## config.mk

```make
export PLATFORM = sky130hd
export DESIGN_NAME = mem_port_arbiter
export DESIGN_NICKNAME = d
export VERILOG_FILES = /design/src/rtl/mem_port_arbiter.sv
export SDC_FILE = /design/constraint.sdc
export NUM_CORES = 1
export LEC_CHECK = 0
export ABC_AREA = 1
export CAP_MARGIN = 10
export CORE_AREA = 2 2 104 106
export DETAILED_ROUTE_END_ITERATION = 16
export DIE_AREA = 0 0 106 108
export MAX_ROUTING_LAYER = met4
export PLACE_DENSITY = 0.66
export SLEW_MARGIN = 10
export SYNTH_ARGS = -nofsm -noshare
export SYNTH_HDL_FRONTEND = slang
export SYNTH_SLANG_ARGS = --single-unit
```

## constraint.sdc

```tcl
create_clock -name CLK -period 2.3 [get_ports CLK]
set_input_delay 0.46 -clock CLK [delete_from_list [all_inputs] [get_ports CLK]]
set_output_delay 0.46 -clock CLK [all_outputs]
set_load 0.03 [all_outputs]
```

## src/rtl/mem_port_arbiter.sv

```systemverilog
// Arbitrates a single-ported RAM between instruction fetch and the data port.
// Data wins by default; a starvation counter forces an instruction grant.
module mem_port_arbiter #(
  parameter int WORD_W     = 32,
  parameter int STARVE_MAX = 4
) (
  input  logic              CLK,
  input  logic              nRST,
  input  logic              iREN,
  input  logic [WORD_W-1:0] iaddr,
  input  logic              dREN,
  input  logic              dWEN,
  input  logic [WORD_W-1:0] daddr,
  input  logic [WORD_W-1:0] dstore,
  input  logic [WORD_W-1:0] ramload,
  input  logic [1:0]        ramstate,
  output logic              iwait,
  output logic              dwait,
  output logic [WORD_W-1:0] iload,
  output logic [WORD_W-1:0] dload,
  output logic [WORD_W-1:0] ramaddr,
  output logic [WORD_W-1:0] ramstore,
  output logic              ramREN,
  output logic              ramWEN
);

  localparam logic [1:0] RAM_ACCESS = 2'b10;
  localparam logic [3:0] STARVE_LIM = 4'(STARVE_MAX);

  typedef enum logic [1:0] {
    IDLE  = 2'b00,
    GNT_D = 2'b01,
    GNT_I = 2'b10
  } state_t;

  state_t     state, state_nxt;
  logic [3:0] starve, starve_nxt;
  logic       d_req;
  logic       access;

  assign d_req  = dREN | dWEN;
  assign access = (ramstate == RAM_ACCESS);

  function automatic logic [3:0] starve_inc(input logic [3:0] s);
    return (s >= STARVE_LIM) ? STARVE_LIM : s + 4'd1;
  endfunction

  always_ff @(posedge CLK or negedge nRST) begin
    if (!nRST) begin
      state  <= IDLE;
      starve <= 4'd0;
    end else begin
      state  <= state_nxt;
      starve <= starve_nxt;
    end
  end

  // Grant outputs depend on the live request so a dropped request idles the RAM at once.
  always_comb begin
    state_nxt  = state;
    starve_nxt = starve;
    ramaddr    = '0;
    ramstore   = '0;
    ramREN     = 1'b0;
    ramWEN     = 1'b0;
    iwait      = 1'b1;
    dwait      = 1'b1;
    iload      = '0;
    dload      = '0;

    case (state)
      IDLE: begin
        if (d_req && (!iREN || (starve < STARVE_LIM))) begin
          state_nxt = GNT_D;
        end else if (iREN) begin
          state_nxt = GNT_I;
        end
      end

      GNT_D: begin
        if (!d_req) begin
          state_nxt = IDLE;
        end else begin
          ramaddr  = daddr;
          ramstore = dstore;
          ramWEN   = dWEN;
          ramREN   = dREN & ~dWEN;
          if (access) begin
            dwait      = 1'b0;
            dload      = ramload;
            state_nxt  = IDLE;
            starve_nxt = iREN ? starve_inc(starve) : 4'd0;
          end
        end
      end

      GNT_I: begin
        if (!iREN) begin
          state_nxt = IDLE;
        end else begin
          ramaddr = iaddr;
          ramREN  = 1'b1;
          if (access) begin
            iwait      = 1'b0;
            iload      = ramload;
            state_nxt  = IDLE;
            starve_nxt = 4'd0;
          end
        end
      end

      default: state_nxt = IDLE;
    endcase
  end

endmodule
```

# After elaboration in Yosys (flattened, before gate mapping)
# Index checks and enable logic that the tools add are counted.
[totals]
regBits = 6
input_bits = 135
output_inout_bits = 132
elab_cells = 55
[op_classes]
n_addsub = 1
n_lt_le_gt_ge = 2
n_eq_ne = 8
muxes = 33
bitwise_logic = 3
n_reduce_logical = 6
[ops]
columns = ["cell", "n"]
rows = [
  ["32-bit two-way mux", 9],
  ["32-bit one-hot mux with 2 select lines", 1],
  ["4-bit two-way mux", 6],
  ["2-bit two-way mux", 5],
  ["1-bit two-way mux", 9],
  ["2-bit != test, second input constant", 4],
  ["4-bit one-hot mux with 2 select lines", 1],
  ["2-bit one-hot mux with 3 select lines", 1],
  ["5-bit AND reduction", 1],
  ["4-bit by 1-bit adder with 4-bit output, second input constant", 1],
  ["2-bit equality test, second input constant", 2],
  ["4-bit by 3-bit >= comparator with 1-bit output, second input constant", 1],
  ["4-bit by 3-bit less-than comparator with 1-bit output, second input constant", 1],
  ["3-bit != test, second input constant", 1],
  ["2-bit by 1-bit equality test with 1-bit output, second input constant", 1],
  ["2-bit logical NOT", 1],
  ["1-bit one-hot mux with 2 select lines", 1],
  ["2-bit nonzero test", 1],
  ["1-bit AND", 1],
  ["1-bit logical AND", 1],
  ["1-bit logical NOT", 1],
  ["1-bit logical OR", 1],
  ["1-bit inverter", 1],
  ["1-bit OR", 1],
]

# Depth between registers and ports, before layout
[depth]
word_depth = 6
mapped_depth = 9

# Least setup slack after synthesis
# No wires, ideal clock.
[synth_timing]
path_type = "reg-to-output"
startpoint = "register state[1]"
endpoint = "output port dload[22]"
arrival_ns = 1.637
required_ns = 1.840
setup_slack_ns = 0.203
stages_incl_launch_ff = 8
path_buffers = 1
cell_sequence = "dfrtp_1 -> inv_1 -> ha_1 -> inv_1 -> nor2_4 -> nand2_2 -> buf_2 -> nor2_1"
[synth_via]
elab_chain_cells = 2
[synth_lines]
columns = ["element", "line", "text"]
rows = [
  ["start, declared", "36", "state_t state, state_nxt;"],
  ["start signal, assigned", "53", "state <= state_nxt;"],
  ["2-bit by 1-bit equality test with 1-bit output", "71", "case (state)"],
  ["32-bit two-way mux", "71", ""],
  ["end, declared", "20", "output logic [WORD_W-1:0] dload,"],
]
# Every way passes these cells.

# Worst setup path after layout
[layout_timing]
startpoint = "input port dWEN"
endpoint = "output port dload[23]"
[layout_via]
elab_chain_cells = 3
[layout_lines]
columns = ["element", "line", "text"]
rows = [
  ["start, declared", "12", "input logic dWEN,"],
  ["1-bit OR", "41", "assign d_req = dREN | dWEN;"],
  ["32-bit two-way mux", "81", "if (!d_req) begin"],
  ["32-bit two-way mux", "71", ""],
]
# Every way passes these cells.

==> run_results.csv <==
group,metric,value,unit
detailed_routing,drc,0,
critical_path,cp.arrival,1.78,ns
timing,tightest_slew,0.298,ns
timing,max_freq,446,MHz
detailed_routing,met1_length,3.42,mm
cts,root_buffer,"clkbuf_8",
placed_design,gp_congestion,0.759,
timing,relSlewSlack,80.1,%
critical_path,slowest_stage,"clkdlybuf4s50_1",
grt,grt-ovfl-total,0,
layout,drive_gt1_share,28.9,%
critical_path,r2r_start,"state[1]",
die,rows,37,
critical_path,required,1.84,ns
power_and_ir_drop,power.leakage,2.38,nW
timing,rsz0062_at_grt,"yes",
layout,final_util,43.5,%
grt,grt_pass1_wl,12.6,mm
timing,timing.final.ws_setup,0.0602,ns
layout,layout_commonest_cell,"buf_4",
critical_path,cp_common_cell,"buf_4",
grt,grt_pass1_vias,2801,
cts,cts_tree,"yes",
synthesis,syn_area_per_cell,4.56,um^2
cts,clock_latency,0.22,ns
die,die_area,11400,um^2
power_and_ir_drop,p_sw_share,54.8,%
power_and_ir_drop,power_switching,1.77,mW
worst_hold_path,min_to,"starve[1]",
die,io_pins,267,
status,outcome,"complete, no violations",
critical_path,crit_path_end_kind,"output pin",
synthesis,syn_nets,490,
synthesis,synth_cell_types,17,
timing,setup_viol,0,
die,dieWidth,106,um
power_and_ir_drop,p_clk_share,5.0,%
worst_hold_path,hold_depth,2,
worst_hold_path,worstHoldStart,"starve[1]",
detailed_routing,wl_met3,613,um
layout,layout.nets,765,
synthesis,seq_area_frac_synth,9.40,%
detailed_routing,drt-pass1-iter-count,4,
critical_path,reg2reg_depth,11,
die,chipHeight,108,um
die,core_area,10200,um^2
detailed_routing,via_count,2977,
timing,skew,0.00292,ns
synthesis,yosysWarnings,0,
power_and_ir_drop,power,3.24,mW
power_and_ir_drop,power_density,727,nW/um^2
synthesis,synth_area,1600,um^2
detailed_routing,wl_met2,4.62,mm
timing,final_hold_viol_count,0,
layout,antenna_cells,0,
layout,layout_common_cells,"buf_4 (138), clkdlybuf4s50_1 (133), nor2_1 (102)",
critical_path,rrSetupSlack,0.63,ns
detailed_routing,ant_nets,0,
placed_design,port_buffers,266,
detailed_routing,top_layer_used,"met4",
critical_path,critPathKind,"in2out",
detailed_routing,avgRoutedWirePerCell,11.6,um
detailed_routing,drt_iter0_drc,174,
critical_path,r2r-end,"starve[2]",
grt,grt_usage,13.5,%
power_and_ir_drop,seqPwrFrac,6.0,%
timing,drv_slew,0,
cts,clock_path_buffers,2,
placed_design,dp_hpwl,7.08,mm
placed_design,post-place-ws,-0.00687,ns
timing,post-route-period-util,97.4,%
critical_path,path_max_fanout,34,
synthesis,synth-seq-cells,6,
critical_path,worstSetupStartpointType,"input pin",
cts,htreeDepth,1,
run,max_cap_violations,0,
power_and_ir_drop,peakVddDrop,0.481,mV
synthesis,synth_cells,350,
timing,layout_min_cycle_time,2.24,ns
layout,area_growth,179,%
critical_path,path_cells,"clkdlybuf4s50_1 -> nor2_2 -> nor2_4 -> buf_4 -> nand2_2 -> buf_12 -> nor2_1 -> buf_4",
grt,antenna_found_initial,0,
cts,cts_buffers,3,
critical_path,critPathMaxStageDelay,0.43,ns
timing,hold_ws,0.474,ns
cts,path_clk_slew,0.04,ns
detailed_routing,drt_wl_total,8.79,mm
cts,cts_sinks,6,
worst_hold_path,min_path_type,"reg2reg",
grt,grt_start_max_net_pins,35,
power_and_ir_drop,pwr-share-comb,89.1,%
die,start_util,15.6,%
power_and_ir_drop,internal_power,1.46,mW
detailed_routing,viasPerCell,3.92,
==> Yosys cell counts <==
library cell / instances / area, um^2
clkbuf_1: 3 / 11.3
buf_4: 5 / 37.5
nor2_4: 1 / 11.3
buf_6: 1 / 11.3
a21oi_1: 34 / 170
o21ai_1: 1 / 5.00
ha_1: 5 / 62.6
inv_1: 75 / 282
nand3_1: 6 / 30.0
nor2_2: 2 / 12.5
nand2_2: 3 / 18.8
or2_1: 1 / 6.26
nand2_1: 91 / 342
nor2_1: 106 / 398
inv_2: 1 / 3.75
dfrtp_1: 6 / 150
buf_2: 9 / 45.0
==> layout make-up <==
class / instances / area, um^2
Fill cell: 1028 / 5780
Timing Repair Buffer: 288 / 2700
Multi-Input combinational cell: 250 / 1100
Inverter: 76 / 288
Tap cell: 136 / 170
Sequential cell: 6 / 151
Clock buffer: 3 / 41.3
==> stage by stage <==
step	instances	instance area (um^2)	TNS, ns
floorplan	350	1600	0
global placement	748	4230	-0.00210
detailed placement	748	4230	-0.00687
CTS	751	4280	0
global route	759	4460	-0.210
finish	759	4460	0
==> kinds of logic (layout without fill, tap and decap cells) <==
family	after synthesis	count (layout)	synth area share [%]
flip-flops	6	6	9.40
adder cells (fa/ha/maj)	5	5	3.92
AO/OA/AOI/OAI	35	35	11.0
AND/OR/NAND/NOR	210	210	51.3
buffers and inverters	94	367	24.5
==> power groups by stage <==
| stage | clock, mW | combinational, mW | sequential (mW) |
|---|---|---|---|
| after floorplan | 0 | 1.53 | 0.175 |
| after global placement | 0 | 2.64 | 0.183 |
| after detailed placement | 0 | 2.67 | 0.184 |
| after CTS | 0.164 | 2.69 | 0.185 |
| after global routing | 0.178 | 3.09 | 0.200 |
| final | 0.160 | 2.88 | 0.194 |
==> routing by layer <==
layer  vias up  global-route usage (%)
li1       1547                       -
met1      1280                    15.1
met2       138                    25.1
met3        12                    2.17
met4         0                    3.29
met5         -                       -
==> how the worst max path moves through the flow <==
stage	depth (start not counted)	startpoint	end	slack (ns)
final	8	dWEN	dload[23]	0.06
after global routing	8	dWEN	dload[16]	-0.02
after CTS	7	dREN	dload[20]	0.005
after detailed placement	7	dREN	ramaddr[0]	-0.007
after global placement	7	dREN	ramaddr[0]	-0.002
after floorplan	7	state[1]	dload[22]	0.20
==> timing repair <==
item | CTS | global route
buffers inserted | 0 | 4
hold buffers | 0 | 0
endpoints found under the setup margin | 52 | 75
pin swaps | 1 | 1
resized for setup | 2 | 18
cloned | 0 | 4
==> worst max-delay path: cells and delay by family <==
kind | cells | cell delay (ns)
buffers and inverters | 4 | 0.93
and+or+nand+nor | 4 | 0.38
==> registers in the layout (all words and copies together), names as in the netlist <==
signal	cells
state	2
starve	4
(Power assumes the default switching activity.)
